<file path="config.mk">
export PLATFORM = sky130hd
export DESIGN_NAME = i2s_tx_serializer
export DESIGN_NICKNAME = d
export VERILOG_FILES = /design/src/rtl/i2s_tx_serializer_pkg.sv /design/src/rtl/i2s_sclk_gen.sv /design/src/rtl/i2s_tx_serializer.sv
export SDC_FILE = /design/constraint.sdc
export NUM_CORES = 1
export LEC_CHECK = 0
export ABC_AREA = 1
export CORE_ASPECT_RATIO = 0.7
export CORE_MARGIN = 3
export CORE_UTILIZATION = 30
export CTS_CLUSTER_DIAMETER = 80
export CTS_CLUSTER_SIZE = 24
export DETAILED_ROUTE_END_ITERATION = 10
export GPL_TIMING_DRIVEN = 0
export PLACE_DENSITY_LB_ADDON = 0.25
export SETUP_SLACK_MARGIN = 0.5
export SYNTH_ARGS = -nofsm -noshare
export SYNTH_HDL_FRONTEND = slang
export SYNTH_SLANG_ARGS = --single-unit
</file>
<file path="constraint.sdc">
create_clock -name clk -period 7.3 [get_ports clk]
set_input_delay 2.19 -clock clk [delete_from_list [all_inputs] [get_ports clk]]
set_output_delay 2.19 -clock clk [all_outputs]
set_load 0.02 [all_outputs]
</file>
<file path="src/rtl/i2s_tx_serializer_pkg.sv">
// Shared I2S definitions: lane geometry, word-length encodings and the TX master state set.
package I2sGlobalPkg;

    localparam int DATA_WIDTH    = 8;
    localparam int MAXIMUM_SIZE  = 4;
    localparam int MAX_WORD_BITS = DATA_WIDTH * MAXIMUM_SIZE;

    typedef enum logic [1:0] {
        BITS_8  = 2'b00,
        BITS_16 = 2'b01,
        BITS_24 = 2'b10,
        BITS_32 = 2'b11
    } numOfBitsTransferEnum;

    localparam logic [1:0] CFG_BITS_8  = BITS_8;
    localparam logic [1:0] CFG_BITS_16 = BITS_16;
    localparam logic [1:0] CFG_BITS_24 = BITS_24;
    localparam logic [1:0] CFG_BITS_32 = BITS_32;

    typedef enum logic [1:0] {
        IDLE = 2'd0,
        RUN  = 2'd1,
        STOP = 2'd2
    } i2sTxStateEnum;

    // Word length in bits for a cfg_bits code, in units of byte lanes.
    function automatic int unsigned word_bits(input logic [1:0] cfg, input int unsigned lane_w);
        int unsigned n;
        case (cfg)
            CFG_BITS_8:  n = lane_w;
            CFG_BITS_16: n = 2 * lane_w;
            CFG_BITS_24: n = 3 * lane_w;
            default:     n = 4 * lane_w;
        endcase
        return n;
    endfunction

endpackage

</file>
<file path="src/rtl/i2s_sclk_gen.sv">
// Serial clock divider: toggles sclk every CLK_DIV clk while run is high, and
// always completes a high phase before parking low.
module i2s_sclk_gen #(
    parameter int CLK_DIV = 4
) (
    input  logic clk,
    input  logic rst,
    input  logic run,
    output logic sclk,
    output logic rise_stb,
    output logic fall_stb
);

    localparam int DIV_W = (CLK_DIV > 2) ? $clog2(CLK_DIV) : 1;

    logic [DIV_W-1:0] div_q, div_d;
    logic             sclk_q, sclk_d;
    logic             active;
    logic             tick;

    always_comb begin
        active = run || sclk_q;
        tick   = active && (div_q == DIV_W'(CLK_DIV - 1));
        div_d  = div_q;
        sclk_d = sclk_q;
        if (!active) begin
            div_d = '0;
        end else if (tick) begin
            div_d  = '0;
            sclk_d = !sclk_q;
        end else begin
            div_d = div_q + 1'b1;
        end
    end

    always_ff @(posedge clk or posedge rst) begin
        if (rst) begin
            div_q  <= '0;
            sclk_q <= 1'b0;
        end else begin
            div_q  <= div_d;
            sclk_q <= sclk_d;
        end
    end

    // Strobes flag the clk in which sclk is about to change, so registers
    // updated on fall_stb switch together with the falling edge.
    assign rise_stb = tick && !sclk_q;
    assign fall_stb = tick && sclk_q;
    assign sclk     = sclk_q;

endmodule

</file>
<file path="src/rtl/i2s_tx_serializer.sv">
// I2S TX master: 1-deep pair holding register, frame FSM and MSB-first shifter.
// Optional underrun_cnt output when I2S_TX_UNDERRUN_CNT_EN is defined.
module i2s_tx_serializer #(
    parameter int DATA_WIDTH   = I2sGlobalPkg::DATA_WIDTH,
    parameter int MAXIMUM_SIZE = I2sGlobalPkg::MAXIMUM_SIZE,
    parameter int CLK_DIV      = 4
) (
    input  logic                               clk,
    input  logic                               rst,
    input  logic                               tx_enable,
    input  logic [1:0]                         cfg_bits,
    input  logic                               in_valid,
    output logic                               in_ready,
    input  logic [DATA_WIDTH*MAXIMUM_SIZE-1:0] in_left,
    input  logic [DATA_WIDTH*MAXIMUM_SIZE-1:0] in_right,
    output logic                               sclk,
    output logic                               ws,
    output logic                               sd,
    output logic                               busy,
    output logic                               underrun
`ifdef I2S_TX_UNDERRUN_CNT_EN
    ,
    output logic [15:0]                        underrun_cnt
`endif
);

    import I2sGlobalPkg::*;

    localparam int WORD_W = DATA_WIDTH * MAXIMUM_SIZE;
    localparam int CNT_W  = $clog2(2 * WORD_W) + 1;

    i2sTxStateEnum     state_q, state_d;
    logic              hold_full_q, hold_full_d;
    logic [WORD_W-1:0] hold_l_q, hold_l_d, hold_r_q, hold_r_d;
    logic              in_ready_q, in_ready_d;
    logic [WORD_W-1:0] sh_l_q, sh_l_d, sh_r_q, sh_r_d;
    logic [CNT_W-1:0]  k_q, k_d, n_q, n_d;
    logic              loaded_q, loaded_d;
    logic              ws_q, ws_d, sd_q, sd_d;
    logic              underrun_q, underrun_d;

    logic              sclk_run, sclk_w, rise_stb, fall_stb;
    logic              in_run, accept, boundary, do_stop, do_load, from_hold, zero_fill, advance;
    logic [CNT_W-1:0]  two_n, n_new, k_nxt, k_wrap;
    logic [WORD_W-1:0] word_l, word_r, algn_l, algn_r;

    i2s_sclk_gen #(
        .CLK_DIV (CLK_DIV)
    ) u_sclk_gen (
        .clk      (clk),
        .rst      (rst),
        .run      (sclk_run),
        .sclk     (sclk_w),
        .rise_stb (rise_stb),
        .fall_stb (fall_stb)
    );

    // Frame boundary: the first fall in RUN, or the fall ending bit 2N-1.
    always_comb begin
        in_run    = (state_q == RUN);
        accept    = in_valid && in_ready_q;
        two_n     = n_q << 1;
        boundary  = in_run && fall_stb && (!loaded_q || (k_q == two_n - 1'b1));
        do_stop   = boundary && loaded_q && !tx_enable;
        do_load   = boundary && !do_stop;
        from_hold = do_load && hold_full_q;
        zero_fill = do_load && !hold_full_q;
        advance   = in_run && fall_stb && !boundary;
    end

    always_ff @(posedge clk or posedge rst) begin
        if (rst) begin
            state_q <= IDLE;
        end else begin
            state_q <= state_d;
        end
    end

    always_comb begin
        state_d = state_q;
        case (state_q)
            IDLE:    if (tx_enable && hold_full_q) state_d = RUN;
            RUN:     if (do_stop) state_d = STOP;
            STOP:    if (!sclk_w && !rise_stb) state_d = IDLE;
            default: state_d = IDLE;
        endcase
    end

    always_comb begin
        busy     = (state_q != IDLE);
        sclk_run = (state_q == RUN);
    end

    // Holding register; a pair accepted alongside a load waits for the next frame.
    always_comb begin
        hold_full_d = hold_full_q;
        hold_l_d    = hold_l_q;
        hold_r_d    = hold_r_q;
        if (from_hold) begin
            hold_full_d = 1'b0;
        end
        if (accept) begin
            hold_full_d = 1'b1;
            hold_l_d    = in_left;
            hold_r_d    = in_right;
        end
        in_ready_d = !hold_full_d;
    end

    always_comb begin
        sh_l_d     = sh_l_q;
        sh_r_d     = sh_r_q;
        k_d        = k_q;
        n_d        = n_q;
        loaded_d   = loaded_q;
        ws_d       = ws_q;
        sd_d       = sd_q;
        underrun_d = underrun_q || zero_fill;
        n_new      = CNT_W'(word_bits(cfg_bits, DATA_WIDTH));
        word_l     = from_hold ? hold_l_q : '0;
        word_r     = from_hold ? hold_r_q : '0;
        algn_l     = word_l << (CNT_W'(WORD_W) - n_new);
        algn_r     = word_r << (CNT_W'(WORD_W) - n_new);
        k_nxt      = k_q + 1'b1;
        k_wrap     = ((k_nxt + 1'b1) == two_n) ? '0 : (k_nxt + 1'b1);
        if (do_load) begin
            n_d      = n_new;
            k_d      = '0;
            loaded_d = 1'b1;
            sd_d     = algn_l[WORD_W-1];
            sh_l_d   = algn_l << 1;
            sh_r_d   = algn_r;
            ws_d     = (CNT_W'(1) >= n_new);
        end else if (advance) begin
            k_d  = k_nxt;
            // ws looks one bit ahead so it flips one sclk before each MSB.
            ws_d = (k_wrap >= n_q);
            if (k_nxt < n_q) begin
                sd_d   = sh_l_q[WORD_W-1];
                sh_l_d = sh_l_q << 1;
            end else begin
                sd_d   = sh_r_q[WORD_W-1];
                sh_r_d = sh_r_q << 1;
            end
        end else if (do_stop) begin
            loaded_d = 1'b0;
            ws_d     = 1'b0;
            sd_d     = 1'b0;
        end
    end

    always_ff @(posedge clk or posedge rst) begin
        if (rst) begin
            hold_full_q <= 1'b0;
            hold_l_q    <= '0;
            hold_r_q    <= '0;
            in_ready_q  <= 1'b0;
            sh_l_q      <= '0;
            sh_r_q      <= '0;
            k_q         <= '0;
            n_q         <= '0;
            loaded_q    <= 1'b0;
            ws_q        <= 1'b0;
            sd_q        <= 1'b0;
            underrun_q  <= 1'b0;
        end else begin
            hold_full_q <= hold_full_d;
            hold_l_q    <= hold_l_d;
            hold_r_q    <= hold_r_d;
            in_ready_q  <= in_ready_d;
            sh_l_q      <= sh_l_d;
            sh_r_q      <= sh_r_d;
            k_q         <= k_d;
            n_q         <= n_d;
            loaded_q    <= loaded_d;
            ws_q        <= ws_d;
            sd_q        <= sd_d;
            underrun_q  <= underrun_d;
        end
    end

`ifdef I2S_TX_UNDERRUN_CNT_EN
    logic [15:0] ucnt_q, ucnt_d;

    always_comb begin
        ucnt_d = ucnt_q;
        if (zero_fill && (ucnt_q != 16'hFFFF)) begin
            ucnt_d = ucnt_q + 16'd1;
        end
    end

    always_ff @(posedge clk or posedge rst) begin
        if (rst) begin
            ucnt_q <= '0;
        end else begin
            ucnt_q <= ucnt_d;
        end
    end

    assign underrun_cnt = ucnt_q;
`endif

    assign in_ready = in_ready_q;
    assign sclk     = sclk_w;
    assign ws       = ws_q;
    assign sd       = sd_q;
    assign underrun = underrun_q;

endmodule

</file>
==> key figures <==
Setup path
  – Critical path type: in -> reg
  – Worst path cell trace: clkdlybuf4s50_1 -> inv_1 -> ha_1 -> nor2_1 -> nor2_1 -> nor2_2 -> inv_1 -> nand2_1 -> inv_1 -> nor2_4 -> clkbuf_1 -> nand3_1 -> a21oi_1
  – CP required: 7.65 ns
  – Critical path's most frequent cell: inv_1
  – CP peak stage delay: 0.49 ns
  – Crit end category: flop
  – Critical-path top delay cell: clkdlybuf4s50_1
  – Critical path fanouts, max: 10
  – Arr. time, crit path: 5.15 ns
  – Setup crit start kind: input port

STA
  – TNS Setup: 0 ns
  – Slew @ Worst Pin: 0.701 ns
  – Fmax: 208 MHz
  – Final setup violation count: 0
  – Hold Fails Final Rpt: 0
  – RSZ-0062 raised after global routing: no
  – Final Skew: 0.00949 ns
  – Fin crit period: 4.80 ns
  – Slew headroom: 53.3%
  – Period utilisation layout: 65.8%
  – Slew Limit Fails: 0

Power and ir drop
  – Clock network power share: 24.7%
  – Max VDD drop: 190 uV
  – Internal power: 2.19 mW
  – Flop pwr share: 41.5%
  – Total power: 3.59 mW
  – Switching Share: 39.1%
  – Switching power: 1.40 mW
  – Gate power share: 33.9%
  – Pwr/cell area: 375 mW/mm2
  – LEAKAGE: 4.48 nW

Die
  – Die Ht: 141 um
  – Rows: 48
  – Initial Util: 31.1%
  – Num ports: 76
  – Core Region: 0.0251 mm2
  – Die footprint: 0.0280 mm2
  – Die width: 199 um

Placed design
  – HPWL Detailed: 18.7 mm
  – RePlAce Congestion: 0.912
  – Area of placed instances: 0.00899 mm2
  – Port bufs: 75
  – Placed Cells: 1463

Yosys
  – Top cells by area, synth: dfrtp_1 47%, nand2_1 19%, a21oi_1 5.9%
  – Largest area contributor in the netlist: dfrtp_1
  – Synth Register Bits: 148
  – Synthesized cell area: 0.00780 mm2
  – Cells after Synth: 1062
  – Mapped Avg Cell Area: 7.35 um2
  – Syn Nets: 1145
  – Sequential share of the synthesized area: 47.5%
  – Top cell type's share of synthesized area: 47.5%
  – Ys Warns: 0
  – Cell variety after synth: 32

Detailed routing
  – DR top layer: met4
  – Detailed Route WL: 24.8 mm
  – Starting DRT DRC Count: 733
  – Via count: 7252
  – DRT Pass-1 Iters: 5
  – Wl on met1: 13.2 mm
  – Residual DRC: 0
  – Met3 WL: 1.42 mm
  – Routed length on met2: 9.76 mm
  – Remaining antenna violation count: 0
  – Wire per inst: 16.6 um
  – Vias per inst: 4.85

GRT
  – Vias in the first global route: 6785
  – Total GRT Usage: 18.0%
  – Total grt overflow: 0
  – First-pass GRT wire length: 39.3 mm
  – Largest net degree at the start of global routing: 76
  – Initial antenna violation count: 0

Clock network
  – CTS H-Tree Depth: 4
  – Postcts setup bufs: 0
  – Post-cts resize count: 0
  – CTS max path bufs: 2
  – Worst-path clk slew: 0.06 ns
  – CTS root buffer: clkbuf_16
  – Clock latency on the worst-skew pair: 0.43 ns
  – Clock tree sinks: 148
  – TritonCTS Buffers: 17
  – Hold Buf Count CTS: 0
  – CTS tree: yes

Cells and area
  – Post-route cell area: 0.00958 mm2
  – # fillers: 2648
  – Share of cells above drive strength 1: 6.58%
  – Most common cell after layout, fill and taps aside: nand2_1
  – Non-filler cells, final: 1495
  – Commonest cells after routing, fill and taps aside: 392 x nand2_1, 148 x dfrtp_1, 92 x o21ai_0, 92 x a21oi_1, 85 x nand3_1
  – N_diodes: 0
  – Final layout net count: 1240
  – Layout area overhead: 22.8%

Run
  – Maxcap violations: 0

Run status
  – Outcome: complete, no violations

Worst hold path
  – Hold/Removal Path Class: reg -> reg
-- per-stage QoR --
stage                     hold slack (ns)  setup WS, ns  util [%]
after floorplan                     0.419          1.13         -
after global placement              0.434         -1.24      35.7
after detailed placement            0.437          2.12      35.8
after CTS                           0.446          2.54      38.2
after global routing                0.464          2.31      38.2
final                               0.441          2.50      38.2
-- routing by layer --
metal / vias to the layer above / track usage, %
met2: 208 / 24.1
met3: 23 / 3.06
li1: 3623 / -
met5: - / 0
met1: 3398 / 29.7
met4: 0 / 4.10
-- state kept, by name, summed over array words and instances (netlist names), 2 cells and up --
name	count
hold_l_q	32
hold_r_q	32
sh_r_q	32
sh_l_q	31
k_q	7
n_q	3
state_q	2
u_sclk_gen.div_q	2
-- cells by family (layout without fill, tap and decap cells) --
| family | after synthesis | after routing | synth area share [%] |
|---|---|---|---|
| and+or+nand+nor | 576 | 576 | 30.0 |
| AOI/OAI and AO/OA | 204 | 204 | 13.5 |
| adders and majority gates | 13 | 13 | 2.08 |
| buffers and inverters | 115 | 223 | 6.35 |
| xor gates and xnor gates | 6 | 6 | 0.673 |
| DFF | 148 | 148 | 47.5 |
-- path summary, 6_finish.rpt --
check / cells after the start / end / slack [ns] / start
setup / recovery: 13 / sh_r_q[10] / 2.50 / cfg_bits[0]
hold / removal: 1 / u_sclk_gen.div_q[0] / 0.44 / u_sclk_gen.div_q[0]
setup reg to reg: 11 / sh_r_q[10] / 4.33 / n_q[3]
hold reg to reg: 1 / u_sclk_gen.div_q[0] / 0.44 / u_sclk_gen.div_q[0]
max in group asynchronous: 3 / sh_r_q[21] / 4.23 / rst
min in group asynchronous: 2 / in_ready / 2.25 / rst
-- critical path, delay by kind of cell --
kind / cells / cell delay [ns]
buf+inv: 5 / 1.30
simple gates: 6 / 1.27
fa+ha+maj: 1 / 0.19
compound gates: 1 / 0.19
-- power by group through the flow --
stage	Sequential [mW]	Clock, mW	Combinational, mW
after detailed placement	1.49	0	1.21
after global routing	1.53	0.933	1.40
after CTS	1.48	0.895	1.22
final	1.49	0.886	1.22
after global placement	1.49	0	1.19
after floorplan	1.40	0	0.880
-- synthesized netlist by cell type, drive strengths merged --
cell type,number
a21o,3
a21oi,93
a22o,1
buf,29
clkbuf,31
clkinv,2
dfrtp,148
ha,13
inv,53
nand2,396
nand3,86
nor2,87
nor3,2
o21a,1
o21ai,99
o21bai,1
o22ai,5
o31ai,1
or2,5
xnor2,1
xor2,5
-- area by class of cell --
type	instances	area, um2	area share, %
flip-flops and latches	148	3700	38.7
multi-input cells	799	3600	37.6
well taps	325	407	4.24
clock inverters	10	124	1.29
inverters	55	211	2.21
repair buffers	76	778	8.12
clock buffers	22	464	4.84
plain buffers	60	289	3.02
(Power assumes the default switching activity.)
